--- config.mk ---
export PLATFORM = sky130hd
export DESIGN_NAME = switch_debouncer
export DESIGN_NICKNAME = d
export VERILOG_FILES = /design/src/rtl/debounce_pkg.sv /design/src/rtl/sample_tick_gen.sv /design/src/rtl/switch_debouncer.sv
export SDC_FILE = /design/constraint.sdc
export NUM_CORES = 1
export LEC_CHECK = 0
export CAP_MARGIN = 20
export CORE_MARGIN = 5
export CORE_UTILIZATION = 24
export DETAILED_ROUTE_END_ITERATION = 16
export PLACE_DENSITY = 0.48
export SETUP_SLACK_MARGIN = 0.5
export SYNTH_ARGS = -nofsm -noshare
export SYNTH_HDL_FRONTEND = slang
export SYNTH_SLANG_ARGS = --single-unit
--- constraint.sdc ---
create_clock -name clk -period 1.45 [get_ports clk]
set_input_delay 0.145 -clock clk [delete_from_list [all_inputs] [get_ports clk]]
set_output_delay 0.145 -clock clk [all_outputs]
set_load 0.02 [all_outputs]
--- src/rtl/debounce_pkg.sv ---
// Shared types for the switch debouncer.
// State encoding reuses the edge detector's 2-bit width.
package debounce_pkg;

  typedef enum logic [1:0] {
    ZERO  = 2'b00,
    WAIT1 = 2'b01,
    ONE   = 2'b10,
    WAIT0 = 2'b11
  } state_t;

  function automatic int q_width(input int samples);
    int w;
    w = $clog2(samples);
    return (w < 1) ? 1 : w;
  endfunction

endpackage

--- src/rtl/sample_tick_gen.sv ---
// Free-running sample-tick generator.
// One-cycle m_tick every 2^N clocks.
module sample_tick_gen #(
  parameter int N = 19
) (
  input  logic clk,
  input  logic reset,
  output logic m_tick
);

  logic [N-1:0] cnt;

  always_ff @(posedge clk or posedge reset) begin
    if (reset) cnt <= '0;
    else       cnt <= cnt + N'(1);
  end

  assign m_tick = &cnt;

endmodule

--- src/rtl/switch_debouncer.sv ---
// Debounces a raw switch into a clean level.
// A change must hold for SAMPLES sample ticks.
module switch_debouncer
  import debounce_pkg::*;
#(
  parameter int N       = 19,
  parameter int SAMPLES = 3
) (
  input  logic clk,
  input  logic reset,
  input  logic sw,
  output logic db_level,
  output logic pending
);

  localparam int QW = q_width(SAMPLES);
  localparam logic [QW-1:0] Q_LOAD =
    QW'(SAMPLES - 1);

  logic          s1;
  logic          sw_s;
  logic          m_tick;
  logic [QW-1:0] q;
  logic [QW-1:0] q_next;
  state_t        state_reg;
  state_t        state_next;

  always_ff @(posedge clk or posedge reset) begin
    if (reset) begin
      s1   <= 1'b0;
      sw_s <= 1'b0;
    end else begin
      s1   <= sw;
      sw_s <= s1;
    end
  end

  sample_tick_gen #(
    .N(N)
  ) u_tick (
    .clk    (clk),
    .reset  (reset),
    .m_tick (m_tick)
  );

  always_ff @(posedge clk or posedge reset) begin
    if (reset) begin
      state_reg <= ZERO;
      q         <= '0;
    end else begin
      state_reg <= state_next;
      q         <= q_next;
    end
  end

  // Abort (input back at old level) wins over m_tick.
  always_comb begin
    state_next = state_reg;
    q_next     = q;
    unique case (state_reg)
      ZERO: begin
        if (sw_s) begin
          state_next = WAIT1;
          q_next     = Q_LOAD;
        end
      end
      WAIT1: begin
        if (!sw_s) begin
          state_next = ZERO;
        end else if (m_tick) begin
          if (q == '0) state_next = ONE;
          else         q_next     = q - 1'b1;
        end
      end
      ONE: begin
        if (!sw_s) begin
          state_next = WAIT0;
          q_next     = Q_LOAD;
        end
      end
      WAIT0: begin
        if (sw_s) begin
          state_next = ONE;
        end else if (m_tick) begin
          if (q == '0) state_next = ZERO;
          else         q_next     = q - 1'b1;
        end
      end
      default: state_next = ZERO;
    endcase
  end

  always_comb begin
    db_level = 1'b0;
    pending  = 1'b0;
    unique case (1'b1)
      (state_reg == WAIT1): pending  = 1'b1;
      (state_reg == ONE):   db_level = 1'b1;
      (state_reg == WAIT0): begin
        db_level = 1'b1;
        pending  = 1'b1;
      end
      default: ;
    endcase
  end

endmodule

==> flow_summary_export.csv, run 1 <==
group,metric,value,unit
floorplan,core,4630,um2
synth,synth_warnings,0,
synth,yosys_register_bits,25,
job,cap_violations,0,
floorplan,dieWidth,78.5,um
pwr,p_leak,0.722,nW
timing,max_slew_margin,65.5,%
pwr,seqPwrFrac,60.1,%
pwr,switching_share,22.3,%
timing,number_of_hold_violations_in_the_final_report,0,
synth,synth_commonest_cells,"25 x sky130_fd_sc_hd__dfrtp_1, 12 x sky130_fd_sc_hd__xnor2_1, 7 x sky130_fd_sc_hd__nand2_1, 7 x sky130_fd_sc_hd__nor2_1",
worst_hold_path,class_of_the_most_critical_hold_timing_path,"in -> async",
synth,ys_types,25,
timing,post-route-worst-setup-slack,-64.9,ps
clock_network,ctsHtreeMaxLevel,1,
route,route.detailed.vias_per_inst,4.41,
timing,fmax,660,MHz
global_routing,grt_start_max_net_pins,26,
clock_network,clock_sink_count,25,
route,drt_drc_violations_left,0,
floorplan,io_pins,5,
synth,asyncSetResetFlopFracSynth,100,%
timing,worst_slew_pin_slew,514,ps
clock_network,cts_tree,"done",
synth,synthesis.area,1130,um2
status,failed_checks,"setup timing",
placed_design,placed_cell_area,1340,um2
timing,fin_skew,4.86,ps
critical_path,slowest_stage,"sky130_fd_sc_hd__dfrtp_1",
synth,ys_seq_area_share,55.5,%
final_layout,post_route_cell_area,1530,um2
placed_design,placed_instances,159,
synth,synth_area_leaders,"sky130_fd_sc_hd__dfrtp_1 55%, sky130_fd_sc_hd__xnor2_1 9.3%, sky130_fd_sc_hd__xor2_1 4.7%, sky130_fd_sc_hd__nand3_1 2.7%, sky130_fd_sc_hd__nand3_2 2.7%",
route,wl,2180,um
clock_network,max-clock-path-buffers,2,
synth,synth.top_cell.area_share,55.5,%
clock_network,clk_latency,270,ps
final_layout,finish.utilization,33.0,%
final_layout,nFillCells,474,
floorplan,num_rows,25,
final_layout,largest_register_ff_count,19,
placed_design,globalplace.congestion,0.736,
pwr,comb_power_share,4.9,%
synth,leading_area_contributor_after_synthesis,"sky130_fd_sc_hd__dfrtp_1",
route,detailroute.via_count,767,
global_routing,first_global_vias,803,
placed_design,numPortBuffers,4,
synth,synth-edff-count,0,
timing,report.final.setup_viol,4,
critical_path,timing.setup.critical_path_class,"reg -> reg",
timing,fin_setup_tns,-104,ps
critical_path,timing.critical_path.cells,"ha_4 > nand3_4 > buf_4 > nor2_4 > and4b_1 > a221o_1",
clock_network,cts_hold_buf,0,
synth,postSynthAreaPerCell,12.1,um2
final_layout,final_net_count,126,
timing,final.hold.worst_slack,217,ps
pwr,worst_ir_drop_vdd,384,uV
synth,yosys.cell_count.top_type,"sky130_fd_sc_hd__dfrtp_1",
critical_path,critical_path.startpoint_type,"register",
pwr,share_clk_of_total_power,35.0,%
clock_network,cts.reportedPaths.clkPinSlew,90,ps
critical_path,arrival_time_of_data_at_the_critical_path_endpoint,1670,ps
critical_path,worst-path-max-fanout,3,
critical_path,cp-end-kind,"register",
route,ant_nets,0,
timing,period_minus_slack,1510,ps
timing,timing.final.max_slew_violations,0,
floorplan,die_h,78.5,um
pwr,total_switching_power,0.264,mW
route,drt-wirelength-per-cell,12.5,um
final_layout,reg_top3,"u_tick.cnt: 19 flops, q: 2 flops",
synth,syn-instance-count,93,
status,status,"finished, violations left",
final_layout,registers.top_by_ff_count,"u_tick.cnt",
final_layout,diodes,0,
global_routing,global_route.usage.total,7.86,%
timing,rsz0062_at_grt,"true",
pwr,total_power,1.18,mW
placed_design,dp_hpwl,1370,um
global_routing,number_of_antenna_violations_at_the_first_check_in_global_routing,0,
synth,dominantRegCellSynth,"sky130_fd_sc_hd__dfrtp_1",
final_layout,synthToLayoutAreaGrowth,35.5,%
critical_path,worstPathRequired,1610,ps
placed_design,dp_worst_setup_slack,-16.4,ps
timing,final.period_utilization,104,%
final_layout,finished_layout_cells,174,
clock_network,numCtsBuffers,3,
synth,synthesis.nets,98,
critical_path,cpPeakStageDelay,430,ps
global_routing,globalRoute.totalOverflow,0,
final_layout,fraction_of_final_layout_cells_sized_beyond_drive_strength_1,40.8,%
floorplan,effective_utilization_at_floorplan,24.4,%
clock_network,cts-root-buf,"sky130_fd_sc_hd__clkbuf_8",
route,drtIter0Drc,11,
pwr,power-per-cell-area,775,nW/um2
route,dr.pass1.iters,4,
floorplan,die_area,6170,um2
pwr,power_report.internal_total,0.920,mW
global_routing,grt_first_pass_wirelength,3820,um
## cell usage in the layout (no fill, tap or decap), types with 3 or more instances in the layout
master	count
sky130_fd_sc_hd__buf_6	5
sky130_fd_sc_hd__nand3_1	5
sky130_fd_sc_hd__nand2_1	7
sky130_fd_sc_hd__buf_4	19
sky130_fd_sc_hd__clkbuf_8	3
sky130_fd_sc_hd__inv_1	6
sky130_fd_sc_hd__xnor2_1	11
sky130_fd_sc_hd__nand3_2	3
sky130_fd_sc_hd__dfrtp_1	24
sky130_fd_sc_hd__nor2_4	4
sky130_fd_sc_hd__xor2_1	6
## worst max-delay path, delay by kind of cell, from the launching register on
family	cells	cell delay (ps)
AOI/OAI and AO/OA	1	330
adders and majority gates	1	190
buffers and inverters	1	120
DFF	1	430
and+or+nand+nor	3	340
## metal layers
| layer | vias up | routed length, um | GRT usage (%) |
|---|---|---|---|
| met5 | - | 0 | 0 |
| met4 | 0 | 15 | 3.15 |
| met3 | 2 | 33 | 1.38 |
| met2 | 2 | 1190 | 13.5 |
| met1 | 394 | 935 | 9.70 |
| li1 | 369 | - | - |
## cell type report
type / instances / area (um2) / area share, %
repair buffers: 26 / 219 / 14.3
well taps: 54 / 67.6 / 4.42
clock inverters: 1 / 5.00 / 0.328
clock buffers: 3 / 41.3 / 2.70
inverters: 6 / 22.5 / 1.47
flip-flops and latches: 25 / 627 / 41.0
multi-input cells: 59 / 546 / 35.7
## final timing paths
path	startpoint	end	slack (ps)	cells after the start
min in group clk	sw	s1	320	1
hold / removal	reset	u_tick.cnt[13]	220	3
hold reg to reg	s1	sw_s	360	0
max in group asynchronous	reset	u_tick.cnt[2]	950	3
setup / recovery	u_tick.cnt[0]	q[0]	-60	6
setup reg to reg	u_tick.cnt[0]	q[0]	-60	6
## power by group through the flow
| stage | Combinational, mW | Sequential, mW | Clock, mW |
|---|---|---|---|
| detailed placement | 0.0506 | 0.725 | 0 |
| floorplan | 0.0323 | 0.723 | 0 |
| CTS | 0.0565 | 0.711 | 0.428 |
| finish | 0.0580 | 0.711 | 0.415 |
| global placement | 0.0483 | 0.725 | 0 |
| global route | 0.0669 | 0.713 | 0.469 |
## what timing repair did
item                                   in CTS  in global routing
setup buffers                               6                  5
setup endpoints to repair                  21                 22
pin swaps                                  10                  8
endpoints found under the hold margin       0                  0
resized for setup                          22                  4
## cell families after synthesis
kind of cell / count (synthesis) / share of synthesized area (%)
simple gates: 33 / 19.5
flops: 25 / 55.5
xor+xnor: 18 / 14.0
buf+inv: 9 / 3.66
compound gates: 5 / 3.77
fa+ha+maj: 2 / 2.22
mux: 1 / 1.33
Power figures use the tool's default switching activity.
==> run 2: changes to the inputs <==
ABC_CLOCK_PERIOD_IN_PS = 1450   (was not set)
CTS_BUF_LIST = sky130_fd_sc_hd__clkbuf_8   (was not set)
CTS_CLUSTER_SIZE = 8   (was not set)
==> results of run 2 <==
Same layout as run 1: the final DEF is identical, and so are final timing and power.
==> run 3: changes to the inputs <==
ABC_CLOCK_PERIOD_IN_PS = 1500   (was 1450)
GPL_TIMING_DRIVEN = 0   (was not set)
PLACE_DENSITY = 0.47   (was 0.48)
clock period = 1.5 ns   (was 1.45 ns; I/O delays follow)
==> flow_summary_export.csv, run 3 (synthesis results as in run 1) <==
group,metric,value,unit
status,status,"finished, violations left",
status,failed_checks,"setup timing",
critical_path,worstPathRequired,1660,ps
final_layout,fraction_of_final_layout_cells_sized_beyond_drive_strength_1,48.1,%
final_layout,synthToLayoutAreaGrowth,44.4,%
floorplan,die_area,6170,um2
clock_network,cts.reportedPaths.clkPinSlew,90,ps
route,wl_met3,58,um
global_routing,first_global_vias,803,
pwr,power-per-cell-area,711,nW/um2
timing,fin_skew,5.77,ps
clock_network,numCtsBuffers,3,
critical_path,cp-end-kind,"register",
route,routed-wl-met2,1180,um
pwr,total_switching_power,0.269,mW
global_routing,grt_first_pass_wirelength,3760,um
pwr,power_report.internal_total,0.889,mW
critical_path,worst-path-max-fanout,7,
timing,final.period_utilization,101,%
timing,post-route-worst-setup-slack,-11.1,ps
placed_design,numPortBuffers,4,
final_layout,nFillCells,466,
clock_network,cts-root-buf,"sky130_fd_sc_hd__clkbuf_8",
floorplan,num_rows,25,
floorplan,io_pins,5,
timing,final.hold.worst_slack,270,ps
route,drt_drc_violations_left,0,
floorplan,effective_utilization_at_floorplan,24.4,%
pwr,p_leak,0.773,nW
placed_design,dp_hpwl,1400,um
timing,timing.final.max_slew_violations,0,
route,wirelength_met1,1010,um
final_layout,mostFrequentLayoutCell,"sky130_fd_sc_hd__dfrtp_1",
final_layout,layout.cells.most_common_list,"22 x sky130_fd_sc_hd__dfrtp_1, 21 x sky130_fd_sc_hd__buf_4, 10 x sky130_fd_sc_hd__xnor2_1, 10 x sky130_fd_sc_hd__buf_6",
pwr,seqPwrFrac,59.3,%
global_routing,number_of_antenna_violations_at_the_first_check_in_global_routing,0,
floorplan,dieWidth,78.5,um
critical_path,rr_worst_depth,5,
critical_path,timing.setup.critical_path_class,"reg -> reg",
clock_network,clock_sink_count,25,
worst_hold_path,class_of_the_most_critical_hold_timing_path,"in -> async",
pwr,comb_power_share,4.8,%
pwr,share_clk_of_total_power,35.8,%
critical_path,worstSetupStartpoint,"u_tick.cnt[14]",
clock_network,clk_latency,270,ps
floorplan,die_h,78.5,um
final_layout,diodes,0,
global_routing,grt_start_max_net_pins,26,
critical_path,critical_path.startpoint_type,"register",
route,detailroute.via_count,796,
clock_network,ctsHtreeMaxLevel,1,
timing,worst_slew_pin_slew,550,ps
final_layout,largest_register_ff_count,19,
critical_path,reg2reg_setup_slack,-10,ps
timing,fmax,662,MHz
route,dr.max_layer_used,"met4",
floorplan,core,4630,um2
critical_path,rr_endpoint,"q[0]",
pwr,worst_ir_drop_vdd,327,uV
timing,report.final.setup_viol,1,
timing,max_slew_margin,63.2,%
clock_network,cts_tree,"done",
timing,number_of_hold_violations_in_the_final_report,0,
timing,period_minus_slack,1510,ps
route,drtIter0Drc,52,
route,route.detailed.vias_per_inst,4.35,
placed_design,dp_worst_setup_slack,-116,ps
route,dr.pass1.iters,3,
job,cap_violations,0,
route,drt-wirelength-per-cell,12.5,um
clock_network,max-clock-path-buffers,2,
final_layout,registers.top_by_ff_count,"u_tick.cnt",
global_routing,global_route.usage.total,7.83,%
final_layout,final_net_count,135,
final_layout,reg_top3,"u_tick.cnt: 19 flops, q: 2 flops",
route,wl,2290,um
timing,rsz0062_at_grt,"true",
placed_design,globalplace.congestion,0.745,
global_routing,globalRoute.totalOverflow,0,
route,ant_nets,0,
pwr,switching_share,23.2,%
critical_path,crit-reg2reg-launch,"u_tick.cnt[14]",
critical_path,arrival_time_of_data_at_the_critical_path_endpoint,1670,ps
run 3: cell types whose count changed in the layout (fill, tap and decap cells not counted), moves of 2 or more:
cell / change
sky130_fd_sc_hd__buf_4: +2
sky130_fd_sc_hd__buf_6: +5
sky130_fd_sc_hd__clkbuf_1: +2
sky130_fd_sc_hd__dfrtp_1: -2
sky130_fd_sc_hd__nand3_2: +3
sky130_fd_sc_hd__nand3_1: -3
sky130_fd_sc_hd__dfrtp_2: +2
run 3: what timing repair did:
| item | in CTS | in global routing |
|---|---|---|
| gates resized for setup | 21 | 14 |
| hold buffers | 0 | 0 |
| buffers inserted | 13 | 15 |
| pin swaps | 12 | 14 |
| endpoints found under the setup margin | 46 | 22 |
run 3: layer usage:
metal	vias to the layer above	global-route usage, %
met5	-	0
met4	0	3.15
met3	5	2.18
met2	6	12.6
met1	399	9.82
li1	386	-
run 3: cell type report:
class	count	area, um2	share of cell area [%]
timing repair buffer	32	279	17.1
buffer	3	18.8	1.15
tap	54	67.6	4.15
inverter	6	26.3	1.61
clock buffer	3	41.3	2.54
clock inverter	1	5.00	0.307
sequential	25	629	38.7
multi-input combinational	59	561	34.4
run 3: metrics by stage:
step / TNS [ps] / power [mW] / instances / utilization, % / area (um2)
after floorplan: 0 / 0.730 / 93 / - / 1170
after global placement: -234 / 0.745 / 151 / 27.6 / 1280
after detailed placement: -321 / 0.751 / 151 / 27.6 / 1280
after CTS: -65.3 / 1.17 / 168 / 31.4 / 1450
after global routing: -134 / 1.21 / 183 / 35.2 / 1630
final: -11.1 / 1.16 / 183 / 35.2 / 1630
run 3: power groups by stage:
stage / sequential (mW) / clock [mW] / combinational, mW
after global routing: 0.689 / 0.455 / 0.0635
after global placement: 0.700 / 0 / 0.0452
final: 0.687 / 0.415 / 0.0561
after CTS: 0.687 / 0.421 / 0.0573
after detailed placement: 0.701 / 0 / 0.0505
after floorplan: 0.699 / 0 / 0.0312
run 3: worst max-delay path by stage:
stage          endpoint  slack, ps  cells after the start
2_1_floorplan      q[0]         50                      5
3_3_place_gp   register       -110                      5
3_5_place_dp       q[0]       -120                      5
4_1_cts        register        -40                      5
5_1_grt            q[0]        -60                      4
6_report           q[0]        -10                      5
run 3: worst max-delay path, cell delays in order, from the launching register on:
cell	delay, ps
sky130_fd_sc_hd__dfrtp_1	400
sky130_fd_sc_hd__and4_4	200
sky130_fd_sc_hd__and3_4	180
sky130_fd_sc_hd__buf_6	120
sky130_fd_sc_hd__and4b_1	200
sky130_fd_sc_hd__a221o_1	300
